## src/rtl/input_trigger_multi.sv

```systemverilog
// -----------------------------------------------------------------------------
// input_trigger_multi
//
// Purpose:
//   Watches CHANNELS raw trigger levels (buttons/strobes) and turns qualified
//   edges into a clean two-pulse sequence for the downstream digit counter and
//   display:
//     READY --event--> SETTLE (inc_clk on first cycle)
//           --> REFRESH (ref_clk for one cycle)
//           --> BLOCK (debounce lockout) --> READY
//   Events that arrive while not READY are counted in a saturating
//   missed-event counter.
//
// Optional feature (macro INPUT_TRIGGER_PENDING_EN):
//   When defined, events outside READY are queued in a per-channel pending
//   register and fired on the first READY cycle. missed_cnt then counts only
//   events that hit an already-pending channel. When undefined, every event
//   outside READY is dropped and counted.
//
// Ports:
//   clk         in   1         system clock
//   rst_n       in   1         synchronous active-low reset
//   trigger     in   CHANNELS  raw trigger levels
//   ch_en       in   CHANNELS  per-channel enable (0 = never qualifies)
//   edge_mode   in   2         00 rise, 01 fall, 10 both, 11 all off
//   inc_clk     out  1         one-cycle increment pulse
//   inc_mask    out  CHANNELS  channels that fired (held until next fire)
//   ref_clk     out  1         one-cycle refresh pulse
//   busy        out  1         high whenever state != READY
//   missed_cnt  out  MISS_W    saturating count of dropped events
// -----------------------------------------------------------------------------
module input_trigger_multi #(
   parameter int CHANNELS        = 6,
   parameter int SETTLE_CYCLES   = 16,
   parameter int DEBOUNCE_CYCLES = 10000,
   parameter int MISS_W          = 8
) (
   input  logic                clk,
   input  logic                rst_n,
   input  logic [CHANNELS-1:0] trigger,
   input  logic [CHANNELS-1:0] ch_en,
   input  logic [1:0]          edge_mode,
   output logic                inc_clk,
   output logic [CHANNELS-1:0] inc_mask,
   output logic                ref_clk,
   output logic                busy,
   output logic [MISS_W-1:0]   missed_cnt
);

   // Counter must reach the larger of the two window lengths without wrapping.
   localparam int MAX_CYC = (SETTLE_CYCLES > DEBOUNCE_CYCLES) ? SETTLE_CYCLES : DEBOUNCE_CYCLES;
   localparam int CNT_W   = $clog2(MAX_CYC + 1);

   localparam logic [CNT_W-1:0]    CNT_ZERO    = {CNT_W{1'b0}};
   localparam logic [CNT_W-1:0]    CNT_ONE     = CNT_W'(1);
   localparam logic [CNT_W-1:0]    SETTLE_LAST = CNT_W'(SETTLE_CYCLES - 1);
   localparam logic [CNT_W-1:0]    BLOCK_LAST  = CNT_W'(DEBOUNCE_CYCLES - 1);
   localparam logic [MISS_W-1:0]   MISS_ZERO   = {MISS_W{1'b0}};
   localparam logic [MISS_W-1:0]   MISS_ONE    = MISS_W'(1);
   localparam logic [MISS_W-1:0]   MISS_MAX    = {MISS_W{1'b1}};
   localparam logic [CHANNELS-1:0] CH_ZERO     = {CHANNELS{1'b0}};

   typedef enum logic [1:0] {
      READY   = 2'd0,
      SETTLE  = 2'd1,
      REFRESH = 2'd2,
      BLOCK   = 2'd3
   } state_t;

   state_t              state;
   logic [CNT_W-1:0]    cnt;
   logic [CHANNELS-1:0] trig_q;
   logic [CHANNELS-1:0] rise;
   logic [CHANNELS-1:0] fall;
   logic [CHANNELS-1:0] sel;
   logic [CHANNELS-1:0] ev;
   logic [CHANNELS-1:0] fire_vec;
   logic                miss_hit;

`ifdef INPUT_TRIGGER_PENDING_EN
   logic [CHANNELS-1:0] pending;
`endif

   // Edge detection and qualification; mode and enables are used live.
   always_comb begin
      rise = trigger & ~trig_q;
      fall = ~trigger & trig_q;
      sel  = CH_ZERO;
      case (edge_mode)
         2'b00:   sel = rise;
         2'b01:   sel = fall;
         2'b10:   sel = rise | fall;
         default: sel = CH_ZERO;
      endcase
      ev = ch_en & sel;
`ifdef INPUT_TRIGGER_PENDING_EN
      // Queued events fire alongside fresh ones; a miss is a re-hit on a
      // channel that is already queued.
      fire_vec = ev | pending;
      miss_hit = |(ev & pending);
`else
      fire_vec = ev;
      miss_hit = |ev;
`endif
   end

   // Main sequencer: state, window counter, registered pulses and miss count.
   always_ff @(posedge clk) begin
      if (!rst_n) begin
         state      <= READY;
         cnt        <= CNT_ZERO;
         trig_q     <= CH_ZERO;
         inc_clk    <= 1'b0;
         inc_mask   <= CH_ZERO;
         ref_clk    <= 1'b0;
         busy       <= 1'b0;
         missed_cnt <= MISS_ZERO;
`ifdef INPUT_TRIGGER_PENDING_EN
         pending    <= CH_ZERO;
`endif
      end else begin
         // Track the input in every state so returning to READY never sees
         // a stale edge.
         trig_q <= trigger;

         case (state)
            READY: begin
               ref_clk <= 1'b0;
               if (|fire_vec) begin
                  state    <= SETTLE;
                  inc_clk  <= 1'b1;
                  inc_mask <= fire_vec;
                  busy     <= 1'b1;
                  cnt      <= CNT_ZERO;
`ifdef INPUT_TRIGGER_PENDING_EN
                  pending  <= CH_ZERO;
`endif
               end else begin
                  inc_clk <= 1'b0;
                  busy    <= 1'b0;
               end
            end

            SETTLE: begin
               // inc_clk was set on entry, so it is high only on the first
               // SETTLE cycle.
               inc_clk <= 1'b0;
               if (cnt == SETTLE_LAST) begin
                  state   <= REFRESH;
                  ref_clk <= 1'b1;
                  cnt     <= CNT_ZERO;
               end else begin
                  cnt <= cnt + CNT_ONE;
               end
            end

            REFRESH: begin
               inc_clk <= 1'b0;
               ref_clk <= 1'b0;
               state   <= BLOCK;
               cnt     <= CNT_ZERO;
            end

            BLOCK: begin
               inc_clk <= 1'b0;
               ref_clk <= 1'b0;
               if (cnt == BLOCK_LAST) begin
                  state <= READY;
                  busy  <= 1'b0;
                  cnt   <= CNT_ZERO;
               end else begin
                  cnt <= cnt + CNT_ONE;
               end
            end

            default: begin
               state   <= READY;
               inc_clk <= 1'b0;
               ref_clk <= 1'b0;
               busy    <= 1'b0;
               cnt     <= CNT_ZERO;
            end
         endcase

         // One increment per cycle with a drop, whatever the number of bits.
         if ((state != READY) && miss_hit && (missed_cnt != MISS_MAX)) begin
            missed_cnt <= missed_cnt + MISS_ONE;
         end else begin
            missed_cnt <= missed_cnt;
         end

`ifdef INPUT_TRIGGER_PENDING_EN
         if (state != READY) begin
            pending <= pending | ev;
         end else begin
            pending <= (|fire_vec) ? CH_ZERO : pending;
         end
`endif
      end
   end

endmodule
```

## config.mk

```make
export PLATFORM = sky130hd
export DESIGN_NAME = input_trigger_multi
export DESIGN_NICKNAME = d
export VERILOG_FILES = /design/src/rtl/input_trigger_multi.sv
export SDC_FILE = /design/constraint.sdc
export NUM_CORES = 1
export LEC_CHECK = 0
export CAP_MARGIN = 20
export CORE_MARGIN = 2
export CORE_UTILIZATION = 29
export DETAILED_ROUTE_END_ITERATION = 8
export SLEW_MARGIN = 20
export SYNTH_ARGS = -nofsm -noshare
export SYNTH_HDL_FRONTEND = slang
export SYNTH_SLANG_ARGS = --single-unit
```

## constraint.sdc

```tcl
create_clock -name clk -period 2.6 [get_ports clk]
set_input_delay 0.39 -clock clk [delete_from_list [all_inputs] [get_ports clk]]
set_output_delay 0.39 -clock clk [all_outputs]
set_load 0.01 [all_outputs]
```

# == Word level (Yosys, flattened, before mapping) ==
# Cells that the tools add are included.
# word_totals
ff_bits,39
in_bits,16
output_inout_bits,17
word_cells,54
# op_classes
add_sub_neg,2
n_eq_ne,11
mux,15
n_bitwise,6
n_reduce_logical,12
# op_table
operator,n
$pmux 14 s4,1
$mux 14,3
$and 6x6->6,3
$pmux 6 s3,1
$add 14x1->14 const B,1
$eq 14x14->1 const B,1
$eq 14x4->1 const B,1
$not 6->6,2
$add 8x1->8 const B,1
$ne 8x8->1 const B,1
$pmux 2 s4,1
$eq 2x2->1 const B,3
$mux 2,3
$ne 2x2->1 const B,3
$or 6x6->6,1
$pmux 1 s2,3
$reduce_or 3->1,2
$reduce_or 6->1,1
$eq 2x1->1 const B,2
$logic_not 2->1,2
$reduce_and 2->1,2
$reduce_bool 2->1,2
$mux 1,3
$reduce_and 3->1,1
$logic_and 1x1->1,2

# == Logic depth before layout (Yosys ltp) ==
# Gate-level depths: netlist of run 1.
# logic_depth
depth_word,8
mapped_depth,9

# == Least setup slack after synthesis of run 1 ==
# OpenSTA, ideal clock, no wires.
# synth_timing
kind,input -> register
from,input trigger[3]
to,register cnt[0]
setup_time_ns,0.129
t_arrival_ns,2.092
required_time_ns,2.471
slack_ns,0.379
stages,8
n_path_buf,1
cell_sequence,ha_1 or2_1 a41o_1 or2_1 nor4_4 or2_1 buf_4 o31ai_1
# synth_via
elab_chain_cells,7
# synth_rtl
element,line,rtl
from (decl),40,"input logic [CHANNELS-1:0] trigger,"
$not 6->6,87,fall = ~trigger & trig_q;
$and 6x6->6,87,
$or 6x6->6,92,2'b10: sel = rise | fall;
$pmux 6 s3 *,89,case (edge_mode)
$and 6x6->6 *,95,ev = ch_en & sel;
$reduce_or 6->1 *,129,if (|fire_vec) begin
$ne 2x2->1 (no source line) *,-,
to (signal assigned),153,cnt <= cnt + CNT_ONE;
to (signal assigned),172,cnt <= cnt + CNT_ONE;
to (decl),71,logic [CNT_W-1:0] cnt;
# Mark *: on every way between the ends. The rest lies on a longest branch, timed or not.
# A chain may end at the register's enable or synchronous reset.

# == Final worst setup path of run 1 ==
# layout_timing
from,input trigger[0]
to,register missed_cnt[7]
# layout_via
elab_chain_cells,8
# layout_rtl
element,line,rtl
$not 6->6,87,
$and 6x6->6,87,
$or 6x6->6,92,
$pmux 6 s3 *,89,
$and 6x6->6 *,95,
$reduce_or 6->1 *,103,miss_hit = |ev;
$logic_and 1x1->1 * (2 in a row),186,if ((state != READY) && miss_hit && (missed_cnt != MISS_MAX)) begin
to (signal assigned),187,missed_cnt <= missed_cnt + MISS_ONE;
to (signal assigned),189,missed_cnt <= missed_cnt;
to (decl),47,output logic [MISS_W-1:0] missed_cnt
# Marked as above.

==> impl_metrics.json, run 1 <==
{
  "synth_nets": 305,
  "placed_area_sq_mm": 0.002781,
  "holdWs_ns": 0.4491,
  "fin_cells": 420,
  "fin_crit_sh": 0.9378,
  "grt_max_degree": 30,
  "core_area_sq_mm": 0.007331,
  "syn_area_per_cell_sq_um": 8.181,
  "num_rows": 31,
  "synthesis.area_sq_mm": 0.002217,
  "critPathLaunch": "trigger[0]",
  "skew_ns": 0.01098,
  "fin_crit_ns": 2.438,
  "busiest_layer": "met2",
  "worstPathCellList": "clkdlybuf4s50_1 > inv_1 > ha_1 > and2_1 > o31ai_2 > a22o_2 > o311ai_2 > buf_4 > or4_1 > a21oi_1",
  "worst_ep_arrival_time_ns": 2.67,
  "ys_warn_count": 0,
  "start_kind": "primary input",
  "drive_gt1_frac": 0.1153,
  "initialDrtViolationCount": 82,
  "met3_usage": 0.02407,
  "end_kind": "register",
  "relSlewSlack": 0.6935,
  "cts_tree": "yes",
  "rsz0062_at_grt": "false",
  "die_x_um": 91.44,
  "cpPeakStageDelay_ns": 0.48,
  "hold_viol": 0,
  "fillers": 762,
  "drv_slew": 0,
  "wl_per_cell_um": 12.43,
  "finalPower_uw": 1743,
  "place_congestion": 0.8180,
  "synth-seq-cells": 39,
  "hold_class": "register to register",
  "ios": 33,
  "postRouteAntennaNets": 0,
  "grt_pass1_vias": 1928,
  "die_area_sq_mm": 0.008360,
  "fmax_mhz": 410.1,
  "r2r-start": "trig_q[3]",
  "vias": 2117,
  "ys.flop_type": "dfxtp_1",
  "n_antenna_cell": 0,
  "initial_core_util": 0.3024,
  "grt_remaining_overflow": 0,
  "hpwl_um": 3806,
  "nNetsFinal": 355,
  "grt_pass1_wl_um": 8859,
  "max-cap-violations": 0,
  "syn_inst": 271,
  "cts_buffers": 5,
  "netlist_top_cells_area": "dfxtp_1 35%, ha_1 10%, o21ai_1 4.3%",
  "worstPathRequired_ns": 2.83,
  "antenna_found_initial": 0,
  "utilization": 0.3931,
  "crit_fanout": 15,
  "clock_latency_ns": 0.30,
  "status": "complete, no violations",
  "grt_util_met1": 0.1680,
  "peakVddDrop_mv": 0.2288,
  "p_leak_uw": 0.001115,
  "cts_hold_buf": 0,
  "portBuffers": 32,
  "yosysTopAreaCellShare": 0.3521,
  "clock-sinks": 39,
  "wirelength_um": 5221,
  "hold_start": "ref_clk",
  "track_usage": 0.1300,
  "ys_seq_area_frac": 0.3521,
  "use_met2": 0.2120,
  "die_y_um": 91.44,
  "async_flop_share": 0,
  "root_buffer": "clkbuf_8",
  "setup_viol": 0,
  "max_slew.worst_pin.slew_ns": 0.4556,
  "slowest_stage": "clkdlybuf4s50_1",
  "dpl.cell_count": 412,
  "firstDrtPassIters": 5,
  "fin_area_sq_mm": 0.002882,
  "critPathKind": "primary input to register",
  "viasPerCell": 5.040,
  "drc": 0,
  "synthDistinctLibCells": 43,
  "pwr_density_cell_mw_per_mm2": 604.8,
  "htreeDepth": 2,
  "syn_to_final_growth_pct": 29.97,
  "cts.path.max_buffers": 2,
  "yosys.area.top_type": "dfxtp_1",
  "synth-edff-count": 0,
  "path_clk_slew_ns": 0.08
}
==> cell type report <==
type                            count  area, sq um  share of cell area
Sequential cell                    39        780.7              0.2710
Inverter                           21        78.83             0.02736
Tap cell                           99        123.9             0.04299
Clock buffer                        6        82.58             0.02866
Timing Repair Buffer               55        505.5              0.1754
Clock inverter                      1        5.005            0.001737
Multi-Input combinational cell    199         1305              0.4529
==> cells by family after synthesis <==
| logic type | after synthesis | share of synthesized area |
|---|---|---|
| DFF | 39 | 0.3521 |
| xor gates and xnor gates | 1 | 0.003951 |
| buffers and inverters | 33 | 0.06151 |
| and+or+nand+nor | 113 | 0.2805 |
| muxes | 3 | 0.01354 |
| adders and majority gates | 18 | 0.1016 |
| AOI/OAI and AO/OA | 64 | 0.1868 |
==> worst max-delay path: cells and delay by family <==
| family | cells | cell delay (ns) |
|---|---|---|
| AO/OA/AOI/OAI | 4 | 0.70 |
| AND/OR/NAND/NOR | 2 | 0.56 |
| adder cells (fa/ha/maj) | 1 | 0.28 |
| buffers and inverters | 3 | 0.75 |
==> cells in the mapped netlist, types with 3 or more instances <==
library cell / count
a21oi_1: 13
and3_1: 5
buf_1: 3
buf_4: 3
clkbuf_1: 5
dfxtp_1: 39
ha_1: 18
inv_1: 21
mux2i_1: 3
nand2_1: 19
nand3_1: 12
nand3b_1: 6
nand4_1: 5
nor2_1: 25
nor2b_1: 9
nor4_1: 4
o211ai_1: 12
o21ai_0: 4
o21ai_1: 19
o31ai_1: 3
o41ai_1: 3
or2_1: 4
or3_1: 7
or4_1: 5
==> state kept, by name, indices dropped and copies added, names as in the netlist <==
name / flops
inc_clk: 1
trig_q: 6
missed_cnt: 8
state: 2
inc_mask: 6
cnt: 14
busy: 1
ref_clk: 1
==> path summary, 6_finish.rpt <==
path	endpoint	slack [ns]	depth (start not counted)
max	missed_cnt[7]	0.16	10
min	ref_clk	0.45	2
max reg2reg	cnt[4]	0.44	9
min reg2reg	ref_clk	0.45	2
==> power breakdown <==
group          leakage (uW)  internal [uW]  switching, uW
logic              0.000751            289            332
clock network     0.0000470            208            218
registers          0.000318            651           44.1
total               0.00112           1150            594
==> placed cells by master, fill, tap and decap left out, types with 2 or more instances in the layout <==
cell	count
clkbuf_8	6
a41o_1	2
or4_1	5
or3_1	7
ha_1	18
a31oi_1	2
nor2b_1	9
o21ai_1	19
o211ai_1	12
nand3_1	12
nor3_1	2
nand3b_1	6
and4b_1	2
and3_1	5
or2_1	4
o21ai_0	4
mux2i_1	3
nor4_1	4
inv_1	21
nand4_1	5
o41ai_1	3
nand2_1	19
dfxtp_1	39
nor2_1	25
buf_4	22
o31ai_1	2
nand2b_1	2
clkdlybuf4s50_1	32
a21oi_1	13
==> per-stage QoR <==
step           worst slack (ns)  setup TNS [ns]
2_1_floorplan            0.3793               0
3_3_place_gp            -0.1712          -1.258
3_5_place_dp            -0.2047          -1.830
4_1_cts                 0.09594               0
5_1_grt                 0.03655               0
6_report                 0.1617               0
==> what timing repair did <==
| item | 4_1_cts | 5_1_grt |
|---|---|---|
| endpoints found under the setup margin | 0 | 5 |
| endpoints found under the hold margin | 0 | 0 |
| setup buffers | 0 | 1 |
| gates resized for setup | 0 | 1 |
==> routing by layer <==
metal  part of all wire  vias up  wire length (um)
met1               0.48     1000              2504
met2               0.46       42              2418
li1                   -     1068                 -
met3              0.040        7               208
met5                  0        -                 0
met4              0.017        0                89
Note: power is estimated with default switching activity, not from simulation.
==> run 2, diff against run 1 <==
clock period = 3.1 ns   (was 2.6 ns; I/O delays follow)
==> impl_metrics.json, run 2 (synthesis gave the netlist of run 1 again) <==
{
  "status": "complete, no violations",
  "relSlewSlack": 0.6890,
  "fin_area_sq_mm": 0.002779,
  "n_antenna_cell": 0,
  "final_common_cell": "dfxtp_1",
  "fillers": 741,
  "grt_pass1_wl_um": 8321,
  "htreeDepth": 2,
  "regArea_sq_um": 780.7,
  "grt_max_degree": 31,
  "placed_area_sq_mm": 0.002661,
  "grt_pass1_vias": 1889,
  "root_buffer": "clkbuf_8",
  "worstPathCellList": "clkdlybuf4s50_1 > inv_1 > ha_1 > and2_1 > o31ai_1 > a22o_2 > o311ai_2 > buf_4 > or4_1 > a21oi_1",
  "initial_core_util": 0.3024,
  "wirelength_um": 4854,
  "clock_latency_ns": 0.29,
  "viasPerCell": 4.948,
  "cts_tree": "yes",
  "finalPower_uw": 1510,
  "postRouteAntennaNets": 0,
  "pwr_density_cell_mw_per_mm2": 543.3,
  "regMostFlops": "cnt",
  "reg_top3": "cnt x14, missed_cnt x8",
  "worstPathRequired_ns": 3.33,
  "track_usage": 0.1204,
  "rsz0062_at_grt": "false",
  "tns_ns": 0,
  "start_kind": "primary input",
  "die_x_um": 91.44,
  "holdWs_ns": 0.4629,
  "path_clk_slew_ns": 0.08,
  "place_congestion": 0.7611,
  "hpwl_um": 3524,
  "cp_num_buf_inv": 3,
  "cts.path.max_buffers": 2,
  "worst_slack_ns": 0.4917,
  "end_kind": "register",
  "post_cts.repair.setup_buffers": 0,
  "max-cap-violations": 0,
  "cts_hold_buf": 0,
  "peakVddDrop_mv": 0.2057,
  "crit_fanout": 15,
  "fin_crit_sh": 0.8414,
  "antenna_found_initial": 0,
  "slowest_stage": "clkdlybuf4s50_1",
  "path_delay_family": "compound AO/OA/AOI/OAI gates",
  "die_y_um": 91.44,
  "skew_ns": 0.006256,
  "largest_reg_flops": 14,
  "fmax_mhz": 383.4,
  "setup_viol": 0,
  "ios": 33,
  "grt_remaining_overflow": 0,
  "multi_input_area_sq_mm": 0.001300,
  "firstDrtPassIters": 4,
  "final_cell_mix": "39 x dfxtp_1, 32 x clkdlybuf4s50_1, 25 x nor2_1",
  "wl_per_cell_um": 12.01,
  "die_area_sq_mm": 0.008360,
  "clock-sinks": 39,
  "post_cts_resized": 0,
  "drv_slew": 0,
  "num_rows": 31,
  "nNetsFinal": 338,
  "max_slew.worst_pin.slew_ns": 0.4622,
  "initialDrtViolationCount": 90,
  "critPathKind": "primary input to register",
  "vias": 1999,
  "drive_gt1_frac": 0.06557,
  "hold_viol": 0,
  "drc": 0,
  "syn_to_final_growth_pct": 25.34,
  "core_area_sq_mm": 0.007331,
  "p_leak_uw": 0.001043,
  "hold_class": "register to register",
  "portBuffers": 32,
  "fin_crit_ns": 2.608,
  "place_worst_setup_slack_ns": 0.1813,
  "worst_ep_arrival_time_ns": 2.84,
  "cts_buffers": 5,
  "cpPeakStageDelay_ns": 0.48
}
## run 2: routing by layer
layer | global-route usage | wire length, um | up-vias
met5 | 0 | 0 | -
met4 | 0.04924 | 76 | 0
met3 | 0.03154 | 189 | 7
met2 | 0.2010 | 2259 | 28
met1 | 0.1462 | 2328 | 932
li1 | - | - | 1032
## run 2: final timing paths
kind	cells past startpoint	slack (ns)	start	endpoint
worst max-delay path	10	0.49	trigger[0]	missed_cnt[7]
worst min-delay path	2	0.46	ref_clk	ref_clk
worst max register to register	8	0.91	trig_q[0]	missed_cnt[7]
worst min register to register	2	0.46	ref_clk	ref_clk
## run 2: worst register-to-register path, stage by stage (launching register included)
cell	delay [ns]
dfxtp_1	0.32
ha_1	0.26
and2_1	0.15
o31ai_1	0.27
a22o_2	0.27
o311ai_2	0.11
buf_4	0.21
or4_1	0.41
a21oi_1	0.14
## run 2: final cells by class
type	count	share of cell area
multi-input combinational	199	0.4678
tap	99	0.04457
sequential	39	0.2810
clock buffer	6	0.02972
clock inverter	2	0.01261
inverter	21	0.02837
timing repair buffer	38	0.1360
## run 2: power by group
part / internal [uW] / switching (uW) / total, uW
sequential: 546 / 34.9 / 581
combinational: 215 / 270 / 485
clock: 260 / 183 / 444
total: 1020 / 488 / 1510
## run 2: metrics by stage
stage                     std cells  utilization
after floorplan                 271            -
after global placement          396       0.3630
after detailed placement        396       0.3630
after CTS                       404       0.3791
after global routing            404       0.3791
final                           404       0.3791
==> run 3, diff against run 2 <==
clock period = 2.5 ns   (was 3.1 ns; I/O delays follow)
==> impl_metrics.json, run 3 (synthesis gave the netlist of run 1 again) <==
{
  "initialDrtViolationCount": 113,
  "end_kind": "register",
  "p_leak_uw": 0.001154,
  "place_congestion": 0.8175,
  "portBuffers": 32,
  "core_area_sq_mm": 0.007331,
  "hpwl_um": 3821,
  "skew_ns": 0.009038,
  "worst_ep_arrival_time_ns": 2.58,
  "dpl.cell_count": 415,
  "max-cap-violations": 0,
  "cp_num_buf_inv": 4,
  "n_antenna_cell": 0,
  "cpPeakStageDelay_ns": 0.48,
  "reg_top3": "cnt x14, missed_cnt x8",
  "crit_fanout": 7,
  "worstPathRequired_ns": 2.70,
  "hold_viol": 0,
  "clock_latency_ns": 0.30,
  "status": "complete, no violations",
  "final_common_cell": "dfxtp_1",
  "hold_class": "primary input to register",
  "vias": 2109,
  "antenna_found_initial": 0,
  "worst_slack_ns": 0.1227,
  "track_usage": 0.1303,
  "die_y_um": 91.44,
  "setup_viol": 0,
  "worstPathCellList": "clkdlybuf4s50_1 > inv_1 > ha_1 > or2b_1 > nand3_1 > a22o_2 > buf_4 > nor4_4 > or2_4 > buf_12 > o41ai_2",
  "fmax_mhz": 420.6,
  "fin_cells": 425,
  "critPathKind": "primary input to register",
  "wirelength_um": 5289,
  "cts_buffers": 5,
  "nNetsFinal": 359,
  "largest_reg_flops": 14,
  "pwr_density_cell_mw_per_mm2": 631.7,
  "postRouteAntennaNets": 0,
  "firstDrtPassIters": 4,
  "rsz0062_at_grt": "false",
  "fin_crit_ns": 2.377,
  "grt_pass1_wl_um": 8990,
  "die_area_sq_mm": 0.008360,
  "grt_remaining_overflow": 0,
  "num_rows": 31,
  "path_delay_family": "buffers and inverters",
  "holdWs_ns": 0.3532,
  "drv_slew": 0,
  "syn_to_final_growth_pct": 33.07,
  "fin_crit_sh": 0.9509,
  "cts_tree": "yes",
  "final_cell_mix": "39 x dfxtp_1, 31 x clkdlybuf4s50_1, 25 x nor2_1",
  "ios": 33,
  "cts_hold_buf": 0,
  "relSlewSlack": 0.6459,
  "cts.path.max_buffers": 2,
  "wl_per_cell_um": 12.44,
  "drc": 0,
  "initial_core_util": 0.3024,
  "max_slew.worst_pin.slew_ns": 0.5264,
  "place_worst_setup_slack_ns": -0.2848,
  "path_clk_slew_ns": 0.07,
  "viasPerCell": 4.962,
  "start_kind": "primary input",
  "grt_max_degree": 30,
  "die_x_um": 91.44,
  "drive_gt1_frac": 0.1380,
  "peakVddDrop_mv": 0.2649,
  "regMostFlops": "cnt",
  "root_buffer": "clkbuf_8",
  "clock-sinks": 39,
  "slowest_stage": "clkdlybuf4s50_1",
  "grt_pass1_vias": 1954,
  "htreeDepth": 2
}
run 3: what timing repair did:
item                                    4_1_cts  5_1_grt
endpoints found under the setup margin        0        8
gates resized for setup                       0        7
buffers inserted                              0        1
hold endpoints to repair                      0        0
run 3: final timing paths:
check | startpoint | endpoint | slack, ns | cells after the start
max | trigger[5] | cnt[5] | 0.12 | 11
min | trigger[0] | trig_q[0] | 0.35 | 3
max reg2reg | trig_q[3] | cnt[12] | 0.31 | 9
min reg2reg | ref_clk | ref_clk | 0.45 | 2
run 3: where the power goes:
| part | switching (uW) | total [uW] | internal, uW | leakage, uW |
|---|---|---|---|---|
| Clock | 242 | 437 | 194 | 0.0000402 |
| Combinational | 359 | 704 | 345 | 0.000796 |
| Sequential | 46.4 | 724 | 677 | 0.000318 |
run 3: final cells by class:
type,instances,area [sq um]
clock buffer,5,68.82
clock inverter,3,20.02
fill,736,4380
inverter,21,78.83
multi-input combinational,199,1315
sequential,39,780.7
tap,99,123.9
timing repair buffer,59,563.0
run 3: per-layer routing:
metal | vias to the layer above | part of all wire | GRT usage
met5 | - | 0 | 0
met3 | 7 | 0.050 | 0.02656
li1 | 1077 | - | -
met2 | 50 | 0.45 | 0.2071
met4 | 0 | 0.015 | 0.04924
met1 | 975 | 0.48 | 0.1732
run 3: worst reg2reg max path: cells and delay by family (launching register included):
kind	cells	cell delay (ns)
flops	1	0.35
compound gates	2	0.31
simple gates	4	1.08
fa+ha+maj	1	0.16
buf+inv	2	0.20
run 3: per-stage QoR:
| stage | cell area, sq um | TNS (ns) | total power [uW] | utilization |
|---|---|---|---|---|
| after floorplan | 2217 | 0 | 1111 | - |
| after global placement | 2804 | -3.234 | 1374 | 0.3825 |
| after detailed placement | 2804 | -4.199 | 1384 | 0.3825 |
| after CTS | 2893 | 0 | 1828 | 0.3946 |
| after global routing | 2950 | 0 | 1988 | 0.4025 |
| final | 2950 | 0 | 1864 | 0.4025 |
